### config.mk
export PLATFORM = sky130hd
export DESIGN_NAME = rvfi_commit_tracker_flat
export DESIGN_NICKNAME = d
export VERILOG_FILES = /design/src/rtl/rvfi_commit_tracker_if.sv /design/src/rtl/rvfi_commit_tracker.sv /design/src/flat_wrapper.sv
export SDC_FILE = /design/constraint.sdc
export NUM_CORES = 2
export LEC_CHECK = 0
export ABC_AREA = 1
export BUFFER_PORTS_ARGS = -buffer_cell sky130_fd_sc_hd__buf_2
export CORE_MARGIN = 3
export CORE_UTILIZATION = 25
export DETAILED_ROUTE_END_ITERATION = 8
export PLACE_DENSITY_LB_ADDON = 0.12
export SLEW_MARGIN = 20
export SYNTH_ARGS = -nofsm -noshare
export SYNTH_HDL_FRONTEND = slang
export SYNTH_SLANG_ARGS = --single-unit
### constraint.sdc
create_clock -name clk -period 40.4 [get_ports clk]
set_clock_uncertainty 0.2 [all_clocks]
set_input_delay 4.04 -clock clk [delete_from_list [all_inputs] [get_ports clk]]
set_output_delay 4.04 -clock clk [all_outputs]
set_load 0.05 [all_outputs]
### src/rtl/rvfi_commit_tracker_if.sv
// rtl/rvfi_commit_tracker_if.sv - ROB retire bus between the out-of-order core and the commit tracker
interface rvfi_commit_tracker_if #(
    parameter int NUM_CH = 2,
    parameter int TAG_W  = 3
);
    logic [NUM_CH-1:0]       commit_valid;
    logic [NUM_CH*TAG_W-1:0] commit_tag;
    logic [NUM_CH*32-1:0]    commit_inst;
    logic [NUM_CH*32-1:0]    commit_pc_rdata;
    logic [NUM_CH*32-1:0]    commit_pc_wdata;
    logic [NUM_CH*5-1:0]     commit_rs1_addr;
    logic [NUM_CH*5-1:0]     commit_rs2_addr;
    logic [NUM_CH*5-1:0]     commit_rd_addr;
    logic [NUM_CH*32-1:0]    commit_rs1_rdata;
    logic [NUM_CH*32-1:0]    commit_rs2_rdata;
    logic [NUM_CH*32-1:0]    commit_rd_wdata;
    logic [NUM_CH-1:0]       commit_imm;
    logic [NUM_CH-1:0]       commit_load_rf;
    logic                    commit_ready;

    modport master (
        output commit_valid, commit_tag, commit_inst, commit_pc_rdata, commit_pc_wdata,
               commit_rs1_addr, commit_rs2_addr, commit_rd_addr,
               commit_rs1_rdata, commit_rs2_rdata, commit_rd_wdata,
               commit_imm, commit_load_rf,
        input  commit_ready
    );

    modport slave (
        input  commit_valid, commit_tag, commit_inst, commit_pc_rdata, commit_pc_wdata,
               commit_rs1_addr, commit_rs2_addr, commit_rd_addr,
               commit_rs1_rdata, commit_rs2_rdata, commit_rd_wdata,
               commit_imm, commit_load_rf,
        output commit_ready
    );
endinterface

### src/rtl/rvfi_commit_tracker.sv
// rtl/rvfi_commit_tracker.sv - multi-channel retire to single-channel RVFI serialiser with PC correction
module rvfi_commit_tracker #(
    parameter int NUM_CH     = 2,
    parameter int ROB_DEPTH  = 8,
    parameter int FIFO_DEPTH = 8
) (
    input  logic                         clk,
    input  logic                         rst,
    rvfi_commit_tracker_if.slave         commit,
    input  logic                         resolve_valid,
    input  logic [$clog2(ROB_DEPTH)-1:0] resolve_tag,
    input  logic [31:0]                  resolve_pc,
    input  logic                         flush,
    output logic                         rvfi_valid,
    output logic [63:0]                  rvfi_order,
    output logic                         rvfi_halt,
    output logic [31:0]                  rvfi_inst,
    output logic [31:0]                  rvfi_pc_rdata,
    output logic [31:0]                  rvfi_pc_wdata,
    output logic [31:0]                  rvfi_rs1_rdata,
    output logic [31:0]                  rvfi_rs2_rdata,
    output logic [31:0]                  rvfi_rd_wdata,
    output logic [4:0]                   rvfi_rs1_addr,
    output logic [4:0]                   rvfi_rs2_addr,
    output logic [4:0]                   rvfi_rd_addr,
    output logic                         rvfi_load_regfile,
    output logic                         overflow_err
);
    localparam int TAG_W = $clog2(ROB_DEPTH);
    localparam int PTR_W = $clog2(FIFO_DEPTH);
    localparam int CNT_W = PTR_W + 1;
    localparam int NC_W  = $clog2(NUM_CH + 1);

    typedef struct packed {
        logic [31:0] inst;
        logic [31:0] pc_rdata;
        logic [31:0] pc_wdata;
        logic [4:0]  rs1_addr;
        logic [4:0]  rs2_addr;
        logic [4:0]  rd_addr;
        logic [31:0] rs1_rdata;
        logic [31:0] rs2_rdata;
        logic [31:0] rd_wdata;
        logic        load_rf;
    } pkt_t;

    pkt_t             mem [FIFO_DEPTH];
    logic [PTR_W-1:0] wr_ptr;
    logic [PTR_W-1:0] rd_ptr;
    logic [CNT_W-1:0] count;
    logic [ROB_DEPTH-1:0] tbl_valid;
    logic [31:0]      tbl_pc [ROB_DEPTH];
    logic             halted;
    logic             ready_q;
    logic [63:0]      order_cnt;

    logic             res_ok;
    pkt_t             new_pkt [NUM_CH];
    pkt_t             enq_pkt [NUM_CH];
    logic [NC_W-1:0]  new_cnt;
    logic [NC_W-1:0]  enq_cnt;
    logic [ROB_DEPTH-1:0] clr_mask;
    logic [ROB_DEPTH-1:0] tbl_valid_next;
    logic             from_fifo;
    logic             emit;
    pkt_t             out_pkt;
    logic [CNT_W-1:0] count_next;
    logic             halt_hit;

    assign commit.commit_ready = ready_q & rst;
    // Flush beats a same-cycle resolve, including its bypass path.
    assign res_ok = resolve_valid & ~flush;

    always_comb begin
        pkt_t p;
        logic [TAG_W-1:0] tag;
        int n;
        p        = '0;
        tag      = '0;
        n        = 0;
        clr_mask = '0;
        for (int i = 0; i < NUM_CH; i++) new_pkt[i] = '0;
        for (int i = 0; i < NUM_CH; i++) begin
            tag        = commit.commit_tag[i*TAG_W +: TAG_W];
            p.inst     = commit.commit_inst[i*32 +: 32];
            p.pc_rdata = commit.commit_pc_rdata[i*32 +: 32];
            if (res_ok && resolve_tag == tag)  p.pc_wdata = resolve_pc;
            else if (tbl_valid[tag])           p.pc_wdata = tbl_pc[tag];
            else                               p.pc_wdata = commit.commit_pc_wdata[i*32 +: 32];
            p.rs1_addr  = commit.commit_rs1_addr[i*5 +: 5];
            p.rs1_rdata = commit.commit_rs1_rdata[i*32 +: 32];
            p.rs2_addr  = commit.commit_imm[i] ? 5'd0  : commit.commit_rs2_addr[i*5 +: 5];
            p.rs2_rdata = commit.commit_imm[i] ? 32'd0 : commit.commit_rs2_rdata[i*32 +: 32];
            p.rd_addr   = commit.commit_rd_addr[i*5 +: 5];
            p.rd_wdata  = (p.rd_addr == 5'd0) ? 32'd0 : commit.commit_rd_wdata[i*32 +: 32];
            p.load_rf   = commit.commit_load_rf[i];
            if (commit.commit_ready && commit.commit_valid[i]) begin
                new_pkt[n]    = p;
                n             = n + 1;
                clr_mask[tag] = 1'b1;
            end
        end
        new_cnt = NC_W'(n);
    end

    // With an empty FIFO the oldest new packet bypasses straight to the output.
    always_comb begin
        from_fifo = (count != '0);
        emit      = from_fifo || (new_cnt != '0);
        out_pkt   = from_fifo ? mem[rd_ptr] : new_pkt[0];
        for (int j = 0; j < NUM_CH; j++)
            enq_pkt[j] = from_fifo ? new_pkt[j] : new_pkt[(j + 1) % NUM_CH];
        enq_cnt    = (from_fifo || new_cnt == '0) ? new_cnt : new_cnt - NC_W'(1);
        count_next = count + CNT_W'(enq_cnt) - CNT_W'(from_fifo);
        halt_hit   = emit && (out_pkt.inst == 32'h0000_0063 || out_pkt.inst == 32'h0000_006f);
        tbl_valid_next = tbl_valid;
        if (res_ok) tbl_valid_next[resolve_tag] = 1'b1;
        tbl_valid_next = tbl_valid_next & ~clr_mask;
        if (flush) tbl_valid_next = '0;
    end

    always_ff @(posedge clk) begin
        if (rst) begin
            for (int j = 0; j < NUM_CH; j++)
                if (NC_W'(j) < enq_cnt) mem[wr_ptr + PTR_W'(j)] <= enq_pkt[j];
            if (res_ok) tbl_pc[resolve_tag] <= resolve_pc;
        end
    end

    always_ff @(posedge clk) begin
        if (!rst) begin
            wr_ptr            <= '0;
            rd_ptr            <= '0;
            count             <= '0;
            tbl_valid         <= '0;
            halted            <= 1'b0;
            ready_q           <= 1'b1;
            order_cnt         <= '0;
            overflow_err      <= 1'b0;
            rvfi_valid        <= 1'b0;
            rvfi_order        <= '0;
            rvfi_halt         <= 1'b0;
            rvfi_inst         <= '0;
            rvfi_pc_rdata     <= '0;
            rvfi_pc_wdata     <= '0;
            rvfi_rs1_rdata    <= '0;
            rvfi_rs2_rdata    <= '0;
            rvfi_rd_wdata     <= '0;
            rvfi_rs1_addr     <= '0;
            rvfi_rs2_addr     <= '0;
            rvfi_rd_addr      <= '0;
            rvfi_load_regfile <= 1'b0;
        end else begin
            wr_ptr    <= wr_ptr + PTR_W'(enq_cnt);
            if (from_fifo) rd_ptr <= rd_ptr + PTR_W'(1);
            count     <= count_next;
            tbl_valid <= tbl_valid_next;
            halted    <= halted | halt_hit;
            ready_q   <= (count_next <= CNT_W'(FIFO_DEPTH - NUM_CH)) && !(halted || halt_hit);
            if ((|commit.commit_valid) && !ready_q) overflow_err <= 1'b1;
            rvfi_valid <= emit;
            rvfi_halt  <= halt_hit;
            if (emit) begin
                order_cnt         <= order_cnt + 64'd1;
                rvfi_order        <= order_cnt;
                rvfi_inst         <= out_pkt.inst;
                rvfi_pc_rdata     <= out_pkt.pc_rdata;
                rvfi_pc_wdata     <= out_pkt.pc_wdata;
                rvfi_rs1_rdata    <= out_pkt.rs1_rdata;
                rvfi_rs2_rdata    <= out_pkt.rs2_rdata;
                rvfi_rd_wdata     <= out_pkt.rd_wdata;
                rvfi_rs1_addr     <= out_pkt.rs1_addr;
                rvfi_rs2_addr     <= out_pkt.rs2_addr;
                rvfi_rd_addr      <= out_pkt.rd_addr;
                rvfi_load_regfile <= out_pkt.load_rf;
            end
        end
    end
endmodule
### src/flat_wrapper.sv
// flat-port wrapper written by rule: the top's interface ports become plain ports
module rvfi_commit_tracker_flat 
#(
    parameter int NUM_CH     = 2,
    parameter int ROB_DEPTH  = 8,
    parameter int FIFO_DEPTH = 8
)
  (clk, rst, resolve_valid, resolve_tag, resolve_pc, flush, rvfi_valid, rvfi_order, rvfi_halt, rvfi_inst, rvfi_pc_rdata, rvfi_pc_wdata, rvfi_rs1_rdata, rvfi_rs2_rdata, rvfi_rd_wdata, rvfi_rs1_addr, rvfi_rs2_addr, rvfi_rd_addr, rvfi_load_regfile, overflow_err, commit_commit_valid, commit_commit_tag, commit_commit_inst, commit_commit_pc_rdata, commit_commit_pc_wdata, commit_commit_rs1_addr, commit_commit_rs2_addr, commit_commit_rd_addr, commit_commit_rs1_rdata, commit_commit_rs2_rdata, commit_commit_rd_wdata, commit_commit_imm, commit_commit_load_rf, commit_commit_ready);
  rvfi_commit_tracker_if #(.NUM_CH(NUM_CH)) commit_i ();
  input  logic clk;
  input  logic rst;
  input  logic resolve_valid;
  input  logic [$clog2(ROB_DEPTH)-1:0] resolve_tag;
  input  logic [31:0] resolve_pc;
  input  logic flush;
  output logic rvfi_valid;
  output logic [63:0] rvfi_order;
  output logic rvfi_halt;
  output logic [31:0] rvfi_inst;
  output logic [31:0] rvfi_pc_rdata;
  output logic [31:0] rvfi_pc_wdata;
  output logic [31:0] rvfi_rs1_rdata;
  output logic [31:0] rvfi_rs2_rdata;
  output logic [31:0] rvfi_rd_wdata;
  output logic [4:0] rvfi_rs1_addr;
  output logic [4:0] rvfi_rs2_addr;
  output logic [4:0] rvfi_rd_addr;
  output logic rvfi_load_regfile;
  output logic overflow_err;
  input wire logic [$bits(commit_i.commit_valid)-1:0] commit_commit_valid;
  input wire logic [$bits(commit_i.commit_tag)-1:0] commit_commit_tag;
  input wire logic [$bits(commit_i.commit_inst)-1:0] commit_commit_inst;
  input wire logic [$bits(commit_i.commit_pc_rdata)-1:0] commit_commit_pc_rdata;
  input wire logic [$bits(commit_i.commit_pc_wdata)-1:0] commit_commit_pc_wdata;
  input wire logic [$bits(commit_i.commit_rs1_addr)-1:0] commit_commit_rs1_addr;
  input wire logic [$bits(commit_i.commit_rs2_addr)-1:0] commit_commit_rs2_addr;
  input wire logic [$bits(commit_i.commit_rd_addr)-1:0] commit_commit_rd_addr;
  input wire logic [$bits(commit_i.commit_rs1_rdata)-1:0] commit_commit_rs1_rdata;
  input wire logic [$bits(commit_i.commit_rs2_rdata)-1:0] commit_commit_rs2_rdata;
  input wire logic [$bits(commit_i.commit_rd_wdata)-1:0] commit_commit_rd_wdata;
  input wire logic [$bits(commit_i.commit_imm)-1:0] commit_commit_imm;
  input wire logic [$bits(commit_i.commit_load_rf)-1:0] commit_commit_load_rf;
  output wire logic [$bits(commit_i.commit_ready)-1:0] commit_commit_ready;
  assign commit_i.commit_valid = commit_commit_valid;
  assign commit_i.commit_tag = commit_commit_tag;
  assign commit_i.commit_inst = commit_commit_inst;
  assign commit_i.commit_pc_rdata = commit_commit_pc_rdata;
  assign commit_i.commit_pc_wdata = commit_commit_pc_wdata;
  assign commit_i.commit_rs1_addr = commit_commit_rs1_addr;
  assign commit_i.commit_rs2_addr = commit_commit_rs2_addr;
  assign commit_i.commit_rd_addr = commit_commit_rd_addr;
  assign commit_i.commit_rs1_rdata = commit_commit_rs1_rdata;
  assign commit_i.commit_rs2_rdata = commit_commit_rs2_rdata;
  assign commit_i.commit_rd_wdata = commit_commit_rd_wdata;
  assign commit_i.commit_imm = commit_commit_imm;
  assign commit_i.commit_load_rf = commit_commit_load_rf;
  assign commit_commit_ready = commit_i.commit_ready;
  rvfi_commit_tracker #(.NUM_CH(NUM_CH), .ROB_DEPTH(ROB_DEPTH), .FIFO_DEPTH(FIFO_DEPTH)) u_core (.clk(clk), .rst(rst), .commit(commit_i), .resolve_valid(resolve_valid), .resolve_tag(resolve_tag), .resolve_pc(resolve_pc), .flush(flush), .rvfi_valid(rvfi_valid), .rvfi_order(rvfi_order), .rvfi_halt(rvfi_halt), .rvfi_inst(rvfi_inst), .rvfi_pc_rdata(rvfi_pc_rdata), .rvfi_pc_wdata(rvfi_pc_wdata), .rvfi_rs1_rdata(rvfi_rs1_rdata), .rvfi_rs2_rdata(rvfi_rs2_rdata), .rvfi_rd_wdata(rvfi_rd_wdata), .rvfi_rs1_addr(rvfi_rs1_addr), .rvfi_rs2_addr(rvfi_rs2_addr), .rvfi_rd_addr(rvfi_rd_addr), .rvfi_load_regfile(rvfi_load_regfile), .overflow_err(overflow_err));
endmodule
==> key figures <==
Clock tree
  • Worst-skew pair later-pin latency: about 0.95 ns
  • Sink Count: 2,282
  • Clk slew on worst S/H paths: 0.05 ns
  • Post-CTS setup buffers: 0
  • CTS max path bufs: 4
  • Root buffer cell: clkbuf_16
  • CTS tree: yes
  • Number of buffers created by CTS: 302
  • H-tree depth: 5
  • Post-cts sizing count: 0
  • CTS hold repair buffers: 0

Route
  • DR WL/cell: 25.1 um
  • Top Layer Used: met5
  • Met2 WL: 241 mm
  • Detailed-router iteration count before antenna repair: 6
  • Antenna Nets Post-Route: 0
  • Met1 Routed Length: 239 mm
  • Total routed wirelength: 517 mm
  • Vias per cell: around 5
  • DRT iter0 DRCs: about 8,600
  • Vias: ~100k
  • Metal3 WL: approximately 26 mm
  • DRC: 0

Cells and area
  • Post-layout nets: approximately 15,000
  • Layout cells sized above 1: 0.104
  • Final core utilization: 0.292
  • Number of fill cells: ~50,000
  • Area grow syn2layout: 16.0%

Min path
  • Worst hold start: u_core.rvfi_order[21]
  • Worst Hold Endpoint: u_core.rvfi_order[21]
  • Hold Crit Class: reg2reg
  • Hold path depth: 2

Worst setup path
  • CP arrival: 10.13 ns
  • Worst reg-to-reg path cell count: 18
  • Crit Path Max Fanout: 86
  • R2r setup slk: approximately 34 ns
  • Reg2reg end: u_core.mem[6][61]
  • Startpoint type of the worst setup path: input pin
  • CP Class: in2reg
  • CP endpoint kind: register
  • FF-to-FF Start: u_core.ready_q
  • Critical path required time: 40.73 ns

Logic synthesis
  • Synth top area cells: edfxtp_1 (49%), nand2_1 (11%), dfxtp_1 (6.2%)
  • Commonest cells in the netlist: nand2_1 (3,576), edfxtp_1 (1,920), o21ai_0 (1,405)
  • Syn_nets: 14,410
  • Synthesis Warnings: 0
  • Mean Syn Cell Area: 8.46 um2
  • Most frequent cell after synthesis: nand2_1
  • Post-synth ARST share: 0
  • Yosys top cell by area: edfxtp_1
  • Distinct cells, synth: 44
  • Commonest register cell after synthesis: edfxtp_1
  • Number of flops mapped to enable cells by yosys: 1,920
  • Synthesized instance count: 13,932
  • Mapped cell area: 118,000 um2
  • Sequential fraction of the synthesis area: 0.551
  • Yosys top cell area share: 0.489
  • Register bit count reported by yosys: 2,282

Global route
  • Gr ovfl total: 0
  • First-pass GRT wire length: 739 mm
  • Vias in the first global route: 99,431
  • Initial antenna violation count: 32
  • Global-route usage over all layers: 0.207
  • Largest net degree at the start of global routing: 163

Timing
  • Final setup violation count: 0
  • Endpoints failing hold: 0
  • Final Cycle Share: 0.243
  • Min Clock Period, post-route: between 9 and 10 ns
  • TNS Setup: 0 ns
  • Max Slew Vio Count: 0
  • Tightest Pin Transition: 1.20 ns
  • Unrepaired setup endpoints after global routing: no
  • Fmax: 102 MHz
  • Max-slew headroom: 0.201

Power
  • Clock power frac: 0.287
  • Net Switching: roughly 4000 uW
  • Leakage: 0.0492 uW
  • Sw Ratio: 0.421
  • Max IR drop VDD: 0.0000508 V
  • Total power: 9460 uW
  • Comb pwr share: 0.376
  • Pwr dens: roughly 69 nW/um2
  • Internal power: 5480 uW
  • Register share of total power: 0.337

Die
  • Die height: 693 um
  • Initial Utilization: 0.252
  • Die area: around 480,000 um2
  • Num rows: 251
  • Core Footprint: ~470,000 um2
  • I/O pins: 741
  • Die Wd: 693 um

Run
  • Max_cap viols: 0

Placement
  • DP HPWL: 305 mm
  • Final Wtd Congestion: ~0.8
  • PortBufs: 740

Run status
  • Status: completed
==> power by group through the flow <==
stage | combinational [uW] | clock [uW] | sequential, uW
after global routing | 3930 | 2870 | 3210
after global placement | 3580 | 0 | 3240
after floorplan | 2010 | 0 | 3600
after detailed placement | 3580 | 0 | 3240
final | 3550 | 2720 | 3190
after CTS | 3590 | 2780 | 3190
==> critical path: stages <==
cell	delay, ns
buf_8	0.22
nand2_1	0.21
nor2_4	0.06
inv_4	0.57
ha_1	0.42
nor2_1	0.10
nand2_1	0.09
nand2_1	0.11
nor2_1	0.16
inv_2	0.06
nor2_1	0.11
inv_2	0.11
nor2_4	0.21
inv_8	0.25
o41ai_2	0.12
buf_4	0.82
buf_12	0.60
buf_4	0.81
buf_4	0.78
==> metal layers <==
| layer | global-route usage | vias to the layer above |
|---|---|---|
| met5 | 0 | - |
| met4 | 0.0446 | 6 |
| met3 | 0.0235 | 567 |
| met2 | 0.344 | 3031 |
| met1 | 0.290 | 50913 |
| li1 | - | 49096 |
==> metrics by stage <==
stage / instance area, um2 / setup WS, ns / hold WS (ns) / cells
after floorplan: 118000 / 12.41 / 0.243 / 13932
after global placement: 127000 / 29.54 / 0.247 / 19995
after detailed placement: 127000 / 29.48 / 0.250 / 19995
after CTS: 137000 / 30.52 / 0.259 / 20549
after global routing: 137000 / 30.28 / 0.277 / 20557
final: 137000 / 30.60 / 0.257 / 20573
==> cell type report <==
class	instances	area, um2	area share
clock buffer	439	8510	0.0623
sequential	2282	64900	0.475
timing repair buffer	967	5650	0.0413
multi-input combinational	9870	45900	0.336
inverter	679	2650	0.0194
antenna	23	57.6	0.000421
clock inverter	115	1260	0.00922
tap	6198	7750	0.0567
==> worst max-delay path by stage <==
stage	from	endpoint	slack, ns	cells after the start
floorplan	rst	u_core.mem[0][0]	12.41	11
global placement	rst	u_core.mem[6][167]	29.54	19
detailed placement	rst	u_core.mem[6][167]	29.48	19
CTS	rst	u_core.mem[6][38]	30.52	19
global route	rst	u_core.mem[6][167]	30.28	19
finish	rst	u_core.mem[6][61]	30.60	19
==> sequential cells by signal, summed over array words and instances (netlist names), 3 cells and up, named ones only <==
| name | flops |
|---|---|
| u_core.rvfi_rs2_addr | 5 |
| u_core.rvfi_rd_addr | 5 |
| u_core.rvfi_rs1_rdata | 32 |
| u_core.rvfi_rd_wdata | 32 |
| u_core.rvfi_inst | 32 |
| u_core.tbl_pc | 256 |
| u_core.count | 4 |
| u_core.wr_ptr | 3 |
| u_core.rvfi_rs2_rdata | 32 |
| u_core.rvfi_pc_rdata | 32 |
| u_core.rvfi_order | 64 |
| u_core.mem | 1664 |
| u_core.rvfi_rs1_addr | 5 |
| u_core.rvfi_pc_wdata | 32 |
| u_core.tbl_valid | 8 |
| u_core.rd_ptr | 3 |
| u_core.order_cnt | 64 |
==> cell families after synthesis <==
| logic type | count (synthesis) | share of synthesized area |
|---|---|---|
| XOR/XNOR | 13 | 0.000966 |
| AND/OR/NAND/NOR | 5929 | 0.202 |
| adder cells (fa/ha/maj) | 13 | 0.00151 |
| buffers and inverters | 1780 | 0.0610 |
| AO/OA/AOI/OAI | 3915 | 0.184 |
| flip-flops | 2282 | 0.551 |
==> cells in the final DEF (no fill, tap or decap), types with 43 or more instances in the layout <==
cell,count
a21oi_1,329
a22oi_1,73
a31oi_1,117
buf_2,737
buf_4,211
clkbuf_1,95
clkbuf_16,304
dfxtp_1,359
edfxtp_1,1920
inv_1,647
nand2_1,3574
nand3_1,982
nor2_1,1255
o211ai_1,43
o21ai_0,1404
o21ai_1,1328
o221ai_1,291
o22ai_1,246
No activity file was read; power rests on OpenSTA's default activity.
